<file path="config.mk">
export PLATFORM = sky130hd
export DESIGN_NAME = serializer_rr_scheduler
export DESIGN_NICKNAME = d
export VERILOG_FILES = /design/src/rtl/serializer_rr_scheduler.sv
export SDC_FILE = /design/constraint.sdc
export NUM_CORES = 1
export LEC_CHECK = 0
export BUFFER_PORTS_ARGS = -buffer_cell sky130_fd_sc_hd__buf_2
export CORE_MARGIN = 2
export CORE_UTILIZATION = 40
export DETAILED_ROUTE_END_ITERATION = 8
export PLACE_DENSITY = 0.69
export SLEW_MARGIN = 10
export SYNTH_ARGS = -nofsm -noshare
export SYNTH_HDL_FRONTEND = slang
export SYNTH_SLANG_ARGS = --single-unit
</file>
<file path="constraint.sdc">
create_clock -name clk -period 6.2 [get_ports clk]
set_clock_uncertainty 0.05 [all_clocks]
set_input_delay 0.93 -clock clk [delete_from_list [all_inputs] [get_ports clk]]
set_output_delay 0.93 -clock clk [all_outputs]
set_load 0.1 [all_outputs]
</file>
<file path="src/rtl/serializer_rr_scheduler.sv">
// Round-robin scheduler/sequencer for a shared MSB-first PISO serializer.
// Grants one requester word at a time, issues the parallel load, counts the
// shift cycles, flags valid output bits and enforces an idle gap between frames.
module serializer_rr_scheduler #(
  parameter int unsigned NREQ       = 4,
  parameter int unsigned WIDTH      = 10,
  parameter int unsigned GAP_CYCLES = 1
) (
  input  logic                    clk,
  input  logic                    rst_n,
  input  logic                    enable,
  input  logic [NREQ-1:0]         req_valid,
  input  logic [NREQ*WIDTH-1:0]   req_data,
  output logic [NREQ-1:0]         req_ready,
  output logic                    ser_load,
  output logic [WIDTH-1:0]        ser_data,
  output logic                    ser_bit_valid,
  output logic                    frame_start,
  output logic                    frame_done,
  output logic [$clog2(NREQ)-1:0] grant_id,
  output logic                    busy
);

  localparam int unsigned IDW      = $clog2(NREQ);
  localparam int unsigned CW       = $clog2(WIDTH + 16);
  localparam int unsigned LAST_BIT = WIDTH - 1;
  localparam int unsigned LAST_GAP = (GAP_CYCLES == 0) ? 0 : GAP_CYCLES - 1;

  typedef enum logic [1:0] {
    IDLE  = 2'd0,
    LOAD  = 2'd1,
    SHIFT = 2'd2,
    GAP   = 2'd3
  } state_t;

  state_t           state;
  logic [IDW-1:0]   rr_ptr;
  logic [CW-1:0]    count;

  logic             found_c;
  logic [IDW-1:0]   winner_c;
  logic [WIDTH-1:0] win_word_c;
  logic             accept_c;

  // Round-robin pick: first valid index at/after rr_ptr, then wrap to the low indices
  always_comb begin
    found_c    = 1'b0;
    winner_c   = '0;
    win_word_c = '0;
    for (int k = 0; k < NREQ; k++) begin
      if (!found_c && req_valid[k] && (IDW'(k) >= rr_ptr)) begin
        found_c  = 1'b1;
        winner_c = IDW'(k);
      end
    end
    for (int k = 0; k < NREQ; k++) begin
      if (!found_c && req_valid[k]) begin
        found_c  = 1'b1;
        winner_c = IDW'(k);
      end
    end
    for (int k = 0; k < NREQ; k++) begin
      if (IDW'(k) == winner_c) begin
        win_word_c = req_data[k*WIDTH +: WIDTH];
      end
    end
  end

  // One-hot ready toward the winner, only while idle, enabled and out of reset
  always_comb begin
    accept_c  = rst_n && (state == IDLE) && enable && found_c;
    req_ready = '0;
    for (int k = 0; k < NREQ; k++) begin
      req_ready[k] = accept_c && (IDW'(k) == winner_c);
    end
  end

  // Frame sequencer: state, pointer, counter and all registered outputs
  always_ff @(posedge clk or negedge rst_n) begin
    if (!rst_n) begin
      state         <= IDLE;
      rr_ptr        <= '0;
      count         <= '0;
      ser_load      <= 1'b0;
      ser_data      <= '0;
      ser_bit_valid <= 1'b0;
      frame_start   <= 1'b0;
      frame_done    <= 1'b0;
      grant_id      <= '0;
      busy          <= 1'b0;
    end else begin
      ser_load      <= 1'b0;
      frame_start   <= 1'b0;
      frame_done    <= 1'b0;
      ser_bit_valid <= (state == SHIFT);
      case (state)
        IDLE: begin
          if (accept_c) begin
            ser_data    <= win_word_c;
            grant_id    <= winner_c;
            rr_ptr      <= (32'(winner_c) == NREQ - 1) ? '0 : IDW'(32'(winner_c) + 1);
            ser_load    <= 1'b1;
            frame_start <= 1'b1;
            busy        <= 1'b1;
            state       <= LOAD;
          end
        end
        LOAD: begin
          count <= '0;
          state <= SHIFT;
        end
        SHIFT: begin
          if (count == CW'(LAST_BIT)) begin
            // final ser_bit_valid lands in the same cycle as this registered pulse
            frame_done <= 1'b1;
            count      <= '0;
            if (GAP_CYCLES == 0) begin
              state <= IDLE;
              busy  <= 1'b0;
            end else begin
              state <= GAP;
            end
          end else begin
            count <= count + CW'(1);
          end
        end
        GAP: begin
          if (count == CW'(LAST_GAP)) begin
            count <= '0;
            state <= IDLE;
            busy  <= 1'b0;
          end else begin
            count <= count + CW'(1);
          end
        end
        default: begin
          state <= IDLE;
          busy  <= 1'b0;
        end
      endcase
    end
  end

endmodule
</file>
==> impl_results.md, run 1 <==
- RSZ-0062 raised after global routing: no
- Synthesized flop and latch total: 25
- Final Max Slew Viols: 0
- FFs w/ async S/R, synth: 1.00
- Post-synth top area cell: dfrtp_1
- Initial Util: 0.424
- Via count of the routed design: 1,500
- Final ANT Viol Nets: 0
- Max_cap viols: 0
- Sw Share: 0.590
- Antenna cells: 0
- PwrDens: between 500 and 600 mW/mm2
- Sequential share of power: 0.238
- Drt initial violations: roughly 110
- Drt pass-1 iters: 4
- Post-CTS Hold Fix Bufs: 0
- Vias in the first global route: 1,347
- Die height: 66.8 um
- Fmax: 255 MHz
- Least-Margin Pin Slew: 653 ps
- Area growth syn-to-layout: 26.0%
- M1 GR Usage: 0.219
- GRT met3 Usage: 0.0439
- Clk slew on worst S/H paths: 90 ps
- Sum Neg Setup Slack: 0 ps
- Rows: 22
- Die W: 66.8 um
- Critical Path AT: 2940 ps
- Synth Warn #: 0
- Leak: a little over 0.001 uW
- Total Wirelength: 3760 um
- Wirelength per Cell: between 10 and 15 um
- Final setup viols: 0
- CP Data Required Time: approximately 5200 ps
- Mapped Area: 0.00158 mm2
- Post CTS Setup Buffer Count: 0
- Rel. slew slack: 0.564
- Setup crit end kind: output port
- Commonest non-fill, non-tap cell in the layout: buf_2
- Min Tclk post-route: 3920 ps
- Int Power: around 470 uW
- Synth area leaders: dfrtp_1 (40%), ha_1 (8.7%), a221oi_1 (5.6%)
- Class of the worst hold path: flop to flop
- Critical path peak fanout: 21
- Most frequent cells in the layout: buf_2 (67), dfrtp_1 (25), inv_1 (23)
- Hpwl dp: 2880 um
- Number of synthesized flops with an enable pin: 0
- Setup WS pre-CTS: about 2300 ps
- CORE AREA: 0.00372 mm2
- H-tree depth: 1
- Hold Violations, Final: 0
- GRT busiest layer: met2
- Cells after Synth: 174
- Mapped Nets: about 230
- Clock Tree Root: clkbuf_8
- I/O pin cnt: 68
- CTS max path bufs: 2
- Fill count: about 380
- Initial antenna violation count: 0
- GPL Wtd Cong: 0.785
- Global-route usage over all layers: 0.177
- Period utilization: 0.632
- Comb pwr share: 0.675
- Crit Path Category: primary input to output port
- Synth top area share: 0.397
- Top FF cell, synth: dfrtp_1
- Status: finished, final reports clean
- P_sw: 682 uW
- Seq/Total Area, Yosys: 0.397
- Die area: 0.00446 mm2
- Worst vdd ir: ~0.00022 V
- Multi-input logic area: 817 um2
- Vias/cell: 5.26
- Largest net degree at the start of global routing: 29
- Syn_area_per_cell: 9.05 um2
- Grt met2 use: 0.311
- Startpoint Class: primary input
- Layout cells sized above 1: 0.329
- Worst skew pair latency: 280 ps
- First-pass GRT wire length: 6000 um
- DR DRC count: 0
- Distinct cell type count after synthesis: 32
- Overflow after GRT: 0
- FF/Latch Area: 626 um2
- CTS tree: yes
- Cts repair resizes: 0
- Nets: 296
- Num CTS Buffers: 3
- I/O Buffers: 67
- Crit path setup slack, layout: ~2300 ps
- Clock power frac: 0.087
- Fin util: 0.534
- Sink Count: 25
cells by family after synthesis:
logic type / count (synthesis) / synth area share
flip-flops: 25 / 0.397
AND/OR/NAND/NOR: 54 / 0.176
AO/OA/AOI/OAI: 48 / 0.234
buffers and inverters: 33 / 0.0842
multiplexers: 3 / 0.0214
adder cells (fa/ha/maj): 11 / 0.0874
worst max-delay path, stage by stage:
cell and delay, ps:
buf_2 120, a21oi_1 140, nor3b_1 60, nor3_1 380
ha_1 670, and2_1 210, buf_2 420
state kept, by name, summed over array words and instances, names as in the netlist:
register,flops
grant_id,2
frame_start,1
state,2
ser_data,10
frame_done,1
busy,1
ser_bit_valid,1
rr_ptr,2
count,5
final timing paths:
| path | startpoint | endpoint | slack (ps) | cells past startpoint |
|---|---|---|---|---|
| worst max-delay path | req_valid[0] | req_ready[2] | 2280 | 7 |
| worst min-delay path | grant_id[0] | grant_id[0] | 440 | 1 |
| worst max register to register | rr_ptr[1] | ser_data[6] | 3300 | 9 |
| worst min register to register | grant_id[0] | grant_id[0] | 440 | 1 |
| max in group asynchronous | rst_n | ser_data[5] | 5090 | 1 |
| min in group asynchronous | rst_n | ser_data[2] | 600 | 1 |
metal layers:
metal	vias up	share of wire
met5	-	0
met4	0	0.0061
met3	4	0.075
met2	53	0.47
met1	700	0.45
li1	743	-
cell usage after synthesis (all sizes together) (2+ instances only):
cell type	instances
a211o	9
a21oi	8
a221oi	10
a31oi	9
and2	5
buf	3
clkbuf	6
dfrtp	25
ha	11
inv	24
mux2	3
nand2	20
nand2b	3
nand3	4
nor2	15
o21ai	3
o22ai	3
o311ai	2
cell type report:
cell class	count	area share
Tap cell	48	0.0303
Timing Repair Buffer	68	0.173
Clock inverter	1	0.00252
Inverter	24	0.0467
Sequential cell	25	0.315
Clock buffer	3	0.0208
Multi-Input combinational cell	116	0.412
through the flow:
| step | area [um2] | power (uW) | std cells | hold slack, ps |
|---|---|---|---|---|
| after floorplan | 1580 | 923 | 174 | 426 |
| after global placement | 1940 | 1050 | 281 | 430 |
| after detailed placement | 1940 | 1060 | 281 | 425 |
| after CTS | 1980 | 1170 | 285 | 447 |
| after global routing | 1980 | 1240 | 285 | 483 |
| final | 1980 | 1160 | 285 | 443 |
power groups by stage:
stage / combinational, uW / sequential, uW / clock [uW]
after detailed placement: 784 / 279 / 0
final: 780 / 275 / 101
after global routing: 839 / 285 / 112
after floorplan: 317 / 606 / 0
after CTS: 785 / 275 / 105
after global placement: 778 / 275 / 0
Power figures use the tool's default switching activity.
==> inputs of run 2 (changes only) <==
--- a/config.mk
+++ b/config.mk
@@ -9,7 +9,7 @@
 export CORE_MARGIN = 2
 export CORE_UTILIZATION = 40
 export DETAILED_ROUTE_END_ITERATION = 8
-export PLACE_DENSITY = 0.69
+export PLACE_DENSITY = 0.72
 export SLEW_MARGIN = 10
 export SYNTH_ARGS = -nofsm -noshare
 export SYNTH_HDL_FRONTEND = slang
==> constraint.sdc (replaced) <==
create_clock -name clk -period 3.2 [get_ports clk]
set_clock_uncertainty 0.05 [all_clocks]
set_input_delay 0.48 -clock clk [delete_from_list [all_inputs] [get_ports clk]]
set_output_delay 0.48 -clock clk [all_outputs]
set_load 0.1 [all_outputs]
==> run 2 against run 1 <==
  * Count of clock-buffer cells in the layout increased by 1
  * Clock power increased by 85%
  * Flip-flop and latch count unchanged
  * Via count decreased by 0.13%
  * Routed wire length decreased by 2.0%
  * Die area unchanged
  * Critical path type is now flop to output port
  * Critical endpoint is now req_ready[0]
  * Largest cell class unchanged
==> impl_results.md, run 2 (synthesis gave the netlist of run 1 again) <==
- Initial antenna violation count: 0
- Final setup viols: 0
- Max reg flops: 10
- Wirelength per Cell: approximately 13 um
- Class of the worst hold path: primary input to async pin
- GPL Wtd Cong: 0.826
- Critical path peak fanout: 28
- Sink Count: 25
- I/O pin cnt: slightly below 70
- Post-CTS Hold Fix Bufs: 0
- Largest net degree at the start of global routing: 29
- Flop-to-flop setup slack: ~640 ps
- Via count of the routed design: 1,498
- Fin util: 0.554
- Num CTS Buffers: 3
- Vias in the first global route: 1,342
- DR DRC count: 0
- CP Data Required Time: 2670 ps
- Cts repair resizes: 0
- H-tree depth: 1
- Clock Tree Root: clkbuf_8
- Antenna cells: 0
- Nets: 302
- Sum Neg Setup Slack: 0 ps
- Initial Util: 0.424
- Leak: 0.00105 uW
- RSZ-0062 raised after global routing: no
- Final ANT Viol Nets: 0
- I/O Buffers: 67
- Die W: ~67 um
- R2R Path End: ser_data[5]
- Overflow after GRT: 0
- Layout cells sized above 1: 0.342
- Drt initial violations: between 50 and 60
- CTS max path bufs: 2
- Least-Margin Pin Slew: approximately 630 ps
- Post CTS Setup Buffer Count: 0
- Global-route usage over all layers: 0.169
- Area growth syn-to-layout: 30.7%
- Hold Violations, Final: 0
- CORE AREA: 0.00372 mm2
- Critical Path AT: 2180 ps
- Worst vdd ir: approximately 0.00033 V
- Fmax: 369 MHz
- Final Max Slew Viols: 0
- Worst Reg-to-Reg Cells: 9
- Status: finished, final reports clean
- Reg with most FFs: ser_data
- Rel. slew slack: 0.580
- Registers with the most flip-flops: ser_data (10), count (5)
- CTS tree: yes
- Period utilization: 0.848
- Worst skew pair latency: between 200 and 300 ps
- Crit Path Category: flop to output port
- Die height: approximately 67 um
- Total Wirelength: 3690 um
- Drt pass-1 iters: 7
- Most frequent cells in the layout: buf_2 (65), dfrtp_1 (25), inv_1 (23)
- Max_cap viols: 0
- Die area: 0.00446 mm2
- Startpoint Class: flop
- Setup crit end kind: output port
- Min Tclk post-route: 2710 ps
- PwrDens: 1090 mW/mm2
- Hpwl dp: 2870 um
- Worst r2r src: rr_ptr[1]
- Rows: 22
- Clk slew on worst S/H paths: approximately 90 ps
- First-pass GRT wire length: approximately 5900 um
- Commonest non-fill, non-tap cell in the layout: buf_2
- Vias/cell: between 5 and 6
[run 2: worst max path at each step]
stage | start | endpoint | slack, ps
4_1_cts | state[0] | req_ready[0] | 460
6_report | state[0] | req_ready[0] | 490
3_5_place_dp | req_valid[0] | ser_data[5] | 460
2_1_floorplan | req_valid[1] | req_ready[3] | 290
5_1_grt | state[0] | req_ready[0] | 330
3_3_place_gp | req_valid[0] | ser_data[5] | 540
[run 2: routing by layer]
metal,vias up,wire [um],global-route usage
met5,-,0,0
met4,0,24,0.0383
met3,4,357,0.0355
met2,60,1690,0.300
met1,683,1610,0.209
li1,751,-,-
[run 2: stage by stage]
stage | setup slack, ps | power [uW] | hold slack (ps) | cells | area (um2)
floorplan | 287 | 1790 | 134 | 174 | 1580
finish | 487 | 2250 | 216 | 291 | 2060
detailed placement | 464 | 2080 | 427 | 287 | 2010
CTS | 458 | 2270 | 222 | 291 | 2060
global route | 330 | 2400 | 237 | 291 | 2060
global placement | 536 | 2070 | 420 | 287 | 2010
[run 2: area by class of cell]
cell class,count,area (um2)
Inverter,24,92.6
Multi-Input combinational cell,116,817
Sequential cell,25,626
Fill cell,342,1660
Tap cell,48,60.1
Timing Repair Buffer,74,418
Clock buffer,4,45.0
[run 2: report_power, final]
group	total [uW]	internal, uW	switching, uW
Clock	187	89.0	98.1
Combinational	1540	419	1120
Sequential	523	443	79.3
[run 2: critical path, stage by stage (launching register included)]
cell	delay [ps]
dfrtp_1	400
inv_1	110
ha_1	320
nand4_4	220
inv_4	270
and2_1	160
buf_2	420
==> inputs of run 3 (changes only) <==
--- a/config.mk
+++ b/config.mk
@@ -5,11 +5,12 @@
 export SDC_FILE = /design/constraint.sdc
 export NUM_CORES = 1
 export LEC_CHECK = 0
+export ABC_AREA = 1
 export BUFFER_PORTS_ARGS = -buffer_cell sky130_fd_sc_hd__buf_2
 export CORE_MARGIN = 2
 export CORE_UTILIZATION = 40
 export DETAILED_ROUTE_END_ITERATION = 8
-export PLACE_DENSITY = 0.72
+export PLACE_DENSITY = 0.69
 export SLEW_MARGIN = 10
 export SYNTH_ARGS = -nofsm -noshare
 export SYNTH_HDL_FRONTEND = slang
==> constraint.sdc (replaced) <==
create_clock -name clk -period 2.65 [get_ports clk]
set_clock_uncertainty 0.05 [all_clocks]
set_input_delay 0.3975 -clock clk [delete_from_list [all_inputs] [get_ports clk]]
set_output_delay 0.3975 -clock clk [all_outputs]
set_load 0.1 [all_outputs]
==> run 3 against run 2 <==
  * Via count grew 7.1%
  * Register-to-register slack got worse by 280 ps
  * Synthesized area rose by 3.7%
  * Sequential share of layout area is 0.72 points lower
  * Clock power rose by 18%
  * Total power grew 21%
  * First-iteration DRC count fell by 19%
  * Final cell count grew 18%
  * Flip-flop and latch count did not move
==> impl_results.md, run 3 <==
- Overflow after GRT: 0
- Synth area leaders: dfrtp_1 (38%), nand2_1 (20%), ha_1 (8.4%)
- Sink Count: 25
- Global-route usage over all layers: 0.169
- Final ANT Viol Nets: 0
- CTS tree: yes
- Status: finished, final reports clean
- Hold Violations, Final: 0
- Antenna cells: 0
- CORE AREA: 0.00397 mm2
- Min Tclk post-route: 2480 ps
- Cells after Synth: 226
- Top FF cell, synth: dfrtp_1
- Mapped Area: approximately 0.0016 mm2
- Die area: roughly 0.0046 mm2
- Drt pass-1 iters: 4
- Critical Path AT: 2030 ps
- Total Power: 2730 uW
- P_sw: ~1700 uW
- Worst vdd ir: 0.000558 V
- FFs w/ async S/R, synth: 1.00
- I/O Buffers: 67
- Leak: 0.00116 uW
- Synthesized flop and latch total: 25
- Drt initial violations: 47
- Largest net degree at the start of global routing: 26
- Number of synthesized flops with an enable pin: 0
- Clock Tree Root: clkbuf_8
- Num CTS Buffers: 3
- Distinct cell type count after synthesis: 22
- Synth Warn #: 0
- Critical path peak fanout: 11
- Sum Neg Setup Slack: 0 ps
- Max_cap viols: 0
- Max reg flops: 10
- Crit Path Category: flop to output port
- Period utilization: 0.937
- Comb pwr share: 0.691
- Mapped Nets: 284
- Seq/Total Area, Yosys: 0.383
- Least-Margin Pin Slew: roughly 490 ps
- Setup crit end kind: output port
- Post-synth top area cell: dfrtp_1
- Wirelength per Cell: 11.7 um
- Synth top area share: 0.383
- Nets: 351
- DR DRC count: 0
- Syn_area_per_cell: 7.23 um2
- PwrDens: ~1300 mW/mm2
- Commonest non-fill, non-tap cell in the layout: nand2_1
- Reg with most FFs: ser_data
- Sequential share of power: 0.228
- Fmax: 403 MHz
- Die height: 67.9 um
- Final setup viols: 0
- Cell with the most instances after synthesis: nand2_1
- Rows: 23
- Total Wirelength: 3990 um
- Clk slew on worst S/H paths: 90 ps
- Int Power: 1060 uW
- Hpwl dp: 3100 um
- Startpoint Class: flop
- Layout cells sized above 1: 0.295
- Post-CTS Hold Fix Bufs: 0
- Worst skew pair latency: between 200 and 300 ps
- Clock power frac: 0.081
- Via count of the routed design: 1,604
- Rel. slew slack: 0.675
- CP Data Required Time: 2200 ps
- I/O pin cnt: between 60 and 70
- GPL Wtd Cong: around 0.83
- Most frequent cells in the layout: nand2_1 (86), buf_2 (63), o21ai_0 (26)
- Die W: 67.9 um
- Final std cells w/o fill: 342
- First-pass GRT wire length: 6000 um
- Inst Count DP: around 340
- H-tree depth: 1
- Setup WS pre-CTS: 193 ps
- Area growth syn-to-layout: 29.0%
- Vias/cell: 4.69
- Final Max Slew Viols: 0
- RSZ-0062 raised after global routing: no
- Crit path setup slack, layout: between 150 and 200 ps
- Registers with the most flip-flops: ser_data (10), count (5)
- Post-synth top cells: nand2_1 (86), o21ai_0 (27), dfrtp_1 (25), inv_1 (24), a21oi_1 (13)
- Vias in the first global route: 1,404
- CTS max path bufs: 2
- Class of the worst hold path: primary input to async pin
- Initial antenna violation count: 0
- Sw Share: 0.613
- Initial Util: 0.411
[run 3: cell count changes after synthesis, sizes merged, moves of 7 or more]
cell | before | now
nand2 | 20 | 88
o21ai | 3 | 27
a221oi | 10 | 0
a211o | 9 | 0
a31oi | 9 | 0
a21oi | 8 | 15
nand3 | 4 | 11
nor2 | 15 | 8
[run 3: critical path, stage by stage (launching register included)]
cell and delay (ps):
dfrtp_1 370, nand2_1 110, a21oi_4 180, nand4_1 110, o21ai_1 180, inv_1 120
ha_1 220, buf_4 180, inv_1 70, nor2_2 50, buf_12 180
[run 3: final timing paths]
check | from | end | slack, ps | cells past startpoint
worst min-delay path | rst_n | count[1] | 110 | 2
min in group clk | req_data[32] | ser_data[2] | 380 | 5
worst min register to register | ser_data[0] | ser_data[0] | 430 | 2
worst max-delay path | rr_ptr[0] | req_ready[1] | 170 | 10
max in group asynchronous | rst_n | ser_data[5] | 2190 | 2
worst max register to register | rr_ptr[0] | ser_data[0] | 360 | 13
[run 3: cell type report]
| class | count | area [um2] |
|---|---|---|
| flip-flops and latches | 25 | 626 |
| well taps | 50 | 62.6 |
| inverters | 24 | 90.1 |
| clock inverters | 1 | 5.00 |
| fillers | 403 | 1860 |
| clock buffers | 3 | 41.3 |
| multi-input cells | 168 | 858 |
| repair buffers | 71 | 425 |
[run 3: repair_timing]
item                                   in CTS  in global routing
buffers inserted                            0                  0
setup endpoints to repair                   0                  3
endpoints found under the hold margin       0                  0
resized for setup                           0                  2
[run 3: metal layers]
metal  global-route usage  part of all wire  up-vias  wire, um
li1                     -                 -      847         -
met1                0.221              0.48      706      1910
met2                0.289              0.44       47      1760
met3               0.0280             0.070        4       280
met4               0.0475            0.0078        0        31
met5                    0                 0        -         0
[run 3: logic make-up after synthesis]
| group | after synthesis | synth area share |
|---|---|---|
| and+or+nand+nor | 110 | 0.274 |
| adders and majority gates | 11 | 0.0842 |
| AOI/OAI and AO/OA | 45 | 0.150 |
| xor gates and xnor gates | 2 | 0.0107 |
| buffers and inverters | 33 | 0.0980 |
| DFF | 25 | 0.383 |
[run 3: power by group through the flow]
stage	combinational (uW)	clock [uW]	sequential [uW]
after detailed placement	1880	0	630
after global placement	1870	0	627
final	1890	221	621
after CTS	1890	239	623
after global routing	2050	247	640
after floorplan	755	0	1410
[run 3: stage by stage]
stage,area (um2),hold slack (ps),util
after floorplan,1640,51.9,-
after global placement,2060,409,0.519
after detailed placement,2060,414,0.519
after CTS,2110,117,0.531
after global routing,2110,137,0.531
final,2110,109,0.531
